$ cat config.mk
export PLATFORM = sky130hd
export DESIGN_NAME = instruction_fetch
export DESIGN_NICKNAME = d
export VERILOG_FILES = /design/src/rtl/instruction_fetch.sv
export SDC_FILE = /design/constraint.sdc
export NUM_CORES = 1
export LEC_CHECK = 0
export ABC_AREA = 1
export CAP_MARGIN = 40
export CORE_MARGIN = 4
export CORE_UTILIZATION = 30
export DETAILED_ROUTE_END_ITERATION = 6
export PLACE_DENSITY = 0.55
export SLEW_MARGIN = 10
export SYNTH_ARGS = -nofsm -noshare
export SYNTH_HDL_FRONTEND = slang
export SYNTH_SLANG_ARGS = --single-unit
$ cat constraint.sdc
create_clock -name clk -period 2 [get_ports clk]
set_clock_uncertainty 0.15 [all_clocks]
set_input_delay 0.2 -clock clk [delete_from_list [all_inputs] [get_ports clk]]
set_output_delay 0.2 -clock clk [all_outputs]
set_load 0.1 [all_outputs]
$ cat src/rtl/instruction_fetch.sv
`default_nettype none
// ============================================================================
// Module      : instruction_fetch
// Description : Fetch stage with program counter, instruction-memory
//               addressing and the IF/ID pipeline register. Applies J/JR and
//               EX branch redirects, load-use stalls and squash bubbles, and
//               counts taken redirects.
// Revision    : 1.0 - initial release
// ============================================================================
module instruction_fetch #(
    parameter logic [31:0] RESET_PC    = 32'h0000_0000,
    parameter int          IMEM_ADDR_W = 8
) (
    input  logic                   clk,
    input  logic                   rst_n,
    input  logic                   stall,
    input  logic                   j_id,
    input  logic                   jr_id,
    input  logic [31:0]            jr_target_id,
    input  logic                   branch_taken_ex,
    input  logic [31:0]            branch_target_ex,
    output logic [IMEM_ADDR_W-1:0] imem_addr,
    input  logic [31:0]            imem_data,
    output logic [31:0]            pc_if,
    output logic [31:0]            instr_id,
    output logic [31:0]            pc_plus4_id,
    output logic                   valid_id,
    output logic [15:0]            redirect_cnt
);

    localparam logic [31:0] c_nop       = 32'h0000_0000;
    localparam logic [31:0] c_align     = 32'hFFFF_FFFC;
    localparam logic [15:0] c_cnt_max   = 16'hFFFF;
    localparam logic [31:0] c_pc_reset  = RESET_PC & c_align;

    logic [31:0] r_pc;
    logic [31:0] r_instr;
    logic [31:0] r_pc_plus4;
    logic        r_valid;
    logic [15:0] r_redirect_cnt;

    logic [31:0] w_pc_seq;
    logic [31:0] w_j_target;
    logic [31:0] w_next_pc;
    logic        w_hold;
    logic        w_squash;

    assign w_pc_seq   = r_pc + 32'd4;
    assign w_j_target = {r_pc_plus4[31:28], r_instr[25:0], 2'b00};

    // Exactly one action per edge; EX branch outranks stall because the
    // stalled ID instruction is the one being squashed.
    always_comb begin
        w_next_pc = w_pc_seq;
        w_hold    = 1'b0;
        w_squash  = 1'b0;
        if (branch_taken_ex) begin
            w_next_pc = branch_target_ex & c_align;
            w_squash  = 1'b1;
        end else if (stall) begin
            w_next_pc = r_pc;
            w_hold    = 1'b1;
        end else if (jr_id) begin
            w_next_pc = jr_target_id & c_align;
            w_squash  = 1'b1;
        end else if (j_id) begin
            w_next_pc = w_j_target;
            w_squash  = 1'b1;
        end
    end

    always_ff @(posedge clk or negedge rst_n) begin
        if (!rst_n) begin
            r_pc           <= c_pc_reset;
            r_instr        <= c_nop;
            r_pc_plus4     <= 32'h0000_0000;
            r_valid        <= 1'b0;
            r_redirect_cnt <= 16'h0000;
        end else if (!w_hold) begin
            r_pc <= w_next_pc;
            if (w_squash) begin
                r_instr    <= c_nop;
                r_pc_plus4 <= 32'h0000_0000;
                r_valid    <= 1'b0;
                if (r_redirect_cnt != c_cnt_max) begin
                    r_redirect_cnt <= r_redirect_cnt + 16'd1;
                end
            end else begin
                r_instr    <= imem_data;
                r_pc_plus4 <= w_pc_seq;
                r_valid    <= 1'b1;
            end
        end
    end

    assign imem_addr    = r_pc[IMEM_ADDR_W+1:2];
    assign pc_if        = r_pc;
    assign instr_id     = r_instr;
    assign pc_plus4_id  = r_pc_plus4;
    assign valid_id     = r_valid;
    assign redirect_cnt = r_redirect_cnt;

endmodule
`default_nettype wire

==> flow_summary.yaml, run 1 <==
floorplan:
  die_h_um: 152
  ioPinCount: 223
  initial_utilization: 0.307
  die_w_um: 152
  row_count: 52
  core-area_sq_um: 20400
  dieArea_sq_um: 23200
placement:
  numPortBuffers: 216
  dp_hpwl_um: 18000
  pre_cts_ws_ps: -57.4
  gp_congestion: 0.846
  place_area_sq_um: 8610
global_routing:
  grt_max_degree: 58
  first_global_vias: 6032
  grt-ovfl-total: 0
  grt_use_total: 0.199
  grt_first_pass_wirelength_um: 36100
  grt_antenna_before_repair: 1
power:
  power.switching_mw: 4.21
  p_leak_nw: 4.35
  sequentialPowerShare: 0.329
  switching_share: 0.486
  p_comb_frac: 0.455
  internal-power_mw: 4.46
  vdd_drop_max_uv: 453
  pwr-share-clk: 0.215
  power_density_nw_per_um2: 960
timing:
  finalSetupViolations: 0
  worst-slew-pin-transition_ps: 552
  timing.fmax_ghz: 0.521
  hold_violations: 0
  setup_slack_ps: 80.8
  slew_headroom: 0.632
  min_period_ps: 1920
  final_max_slew_viol_count: 0
  rsz0062_at_grt: "true"
  fin_crit_sh: 0.960
clock_network:
  clockBufferDepth: 2
  cts_buffers: 9
  cts_max_level: 3
  clk_latency_ps: 350
  cts_tree: "yes"
  clock-root-buffer: "clkbuf_16"
  clkSlewWorstSetupHoldPaths_ps: 80
  cts_sinks: 110
setup_path:
  crit_path_start: "pc_if[2]"
  critPathMaxFanout: 7
  slowest_stage: "dfrtp_4"
  cpMostUsedCell: "nand2_1"
  critical_path_buf_inv_count: 2
  r2r_start: "pc_if[2]"
  crit_chain: "inv_1, nor2_1, buf_4, nand2_4, nor2_4, nand2_1, nand2_1, nand3_1, nand2_1, nand2_1, nand2_1, nand2_1"
  critPathLaunchType: "flop"
  worstPathArrival_ps: 2010
  required_ps: 2090
  slowest_delay_ps: 440
  critPathKind: "flop to flop"
  critPathTopFamily: "simple AND/OR/NAND/NOR gates"
  endpoint_kind: "flop"
finish:
  diodes: 0
  final_util: 0.443
  fin_area_sq_um: 9030
  fin_nets: 1166
  area_growth_pct: 44.5
  fillerInstances: 2065
  multi_input_area_sq_um: 2980
  drive_above_1_share: 0.247
  seq_area_sq_um: 2820
run_status:
  status: "complete, no violations"
route:
  drt_wl_total_um: 23900
  avgViaCountPerCell: 4.72
  first_pass_iters: 5
  vias: 6304
  wl_per_cell_um: 17.9
  drt_iter0_markers: 353
  ant_nets: 0
  drc: 0
hold_path:
  worstHoldPathType: "primary input to asynchronous set/reset pin"
yosys:
  syn_inst: 839
  synth.largest_area_cell: "dfrtp_1"
  ys_types: 35
  ys_top_cells_by_count: "nand2_1 (254), dfrtp_1 (110), inv_1 (88)"
  syn_avg_cell_area_sq_um: 7.45
  synth_area_leaders: "dfrtp_1 (44%), nand2_1 (15%), o21ai_0 (5.4%)"
  netlist_area_sq_um: 6250
  yosysTopAreaCellShare: 0.440
  ys.flop_type: "dfrtp_1"
  synth-seq-cells: 110
  async_flop_share: 1.00
  yosysMostFrequentCell: "nand2_1"
  synth_warnings: 0
  synth_edf_count: 0
  synth_seq_area_share: 0.440
flow_run:
  maxCapViolations: 0
[power groups by stage]
stage	Sequential (mW)	Combinational (mW)	Clock, mW
finish	2.86	3.95	1.87
global route	2.90	4.15	2.02
CTS	2.85	3.95	1.92
detailed placement	2.89	3.94	0
global placement	2.89	3.92	0
floorplan	4.76	0.931	0
[final cells by class]
type,instances,area share
clock buffers,9,0.0249
clock inverters,7,0.00817
inverters,93,0.0387
multi-input cells,589,0.330
flip-flops and latches,110,0.312
well taps,270,0.0374
repair buffers,259,0.249
[state kept, by name, summed over array words and instances (netlist names)]
name and cells:
instr_id 32, pc_plus4_id 31, pc_if 30, redirect_cnt 16
valid_id 1
[timing repair]
action,CTS,global route
gates resized for setup,5,11
pin swaps,1,11
hold buffers,1,0
setup buffers,1,5
hold endpoints to repair,110,0
setup endpoints to repair,5,22
[logic make-up after synthesis]
kind of cell | count (synthesis) | synth area share
compound gates | 189 | 0.177
xor+xnor | 18 | 0.0252
fa+ha+maj | 2 | 0.00400
buf+inv | 141 | 0.0937
flops | 110 | 0.440
other cells | 1 | 0.000600
simple gates | 378 | 0.259
[layer usage]
metal  track usage  wire length [um]  up-vias
li1              -                 -     3140
met1         0.283             11100     2939
met2         0.308             10800      200
met3        0.0463              1590       23
met4        0.0462               332        2
met5             0                 8        -
[cell usage in the layout, fill, tap and decap left out, types with 2 or more instances in the layout]
| master | n |
|---|---|
| nand2_1 | 250 |
| buf_4 | 156 |
| clkdlybuf4s50_1 | 94 |
| inv_1 | 88 |
| o21ai_0 | 68 |
| dfrtp_1 | 68 |
| a21oi_1 | 62 |
| nor2_1 | 44 |
| nand3_1 | 38 |
| dfrtp_2 | 38 |
| a22o_1 | 28 |
| o21ai_1 | 13 |
| xor2_1 | 12 |
| nor2_4 | 10 |
| clkbuf_16 | 9 |
| a21o_1 | 8 |
| nand2_2 | 7 |
| xnor2_1 | 6 |
| buf_12 | 6 |
| inv_2 | 5 |
| nand2_4 | 5 |
| nor2_2 | 5 |
| o211ai_1 | 5 |
| nor3_1 | 4 |
| or2_2 | 4 |
| dfrtp_4 | 4 |
| nand3b_1 | 3 |
| and2_1 | 2 |
| o21ai_2 | 2 |
| nand4_1 | 2 |
| nor3_2 | 2 |
| conb_1 | 2 |
| clkinv_4 | 2 |
| clkinv_2 | 2 |
| buf_2 | 2 |
[per-stage QoR]
stage	cells	setup TNS, ps	power (mW)	hold slack, ps
after floorplan	840	-2.16	5.69	-246
after global placement	1314	-27.5	6.81	-54.3
after detailed placement	1314	-75.7	6.83	-54.3
after CTS	1332	-4.66	8.72	124
after global routing	1337	-54.6	9.07	154
final	1337	0	8.67	130
[final timing paths]
kind | cells after the start | to | slack, ps
worst max-delay path | 12 | pc_if[27] | 80
worst min-delay path | 2 | instr_id[30] | 130
worst max register to register | 12 | pc_if[27] | 80
worst min register to register | 1 | pc_plus4_id[25] | 330
max in group asynchronous | 3 | pc_if[2] | 950
min in group clk | 4 | pc_if[3] | 200
No activity file was read; power rests on OpenSTA's default activity.
==> inputs of run 2 (changes only) <==
CAP_MARGIN = 20   (was 40)
==> results of run 2 <==
Final layout, timing and power as in run 1 (identical DEF).
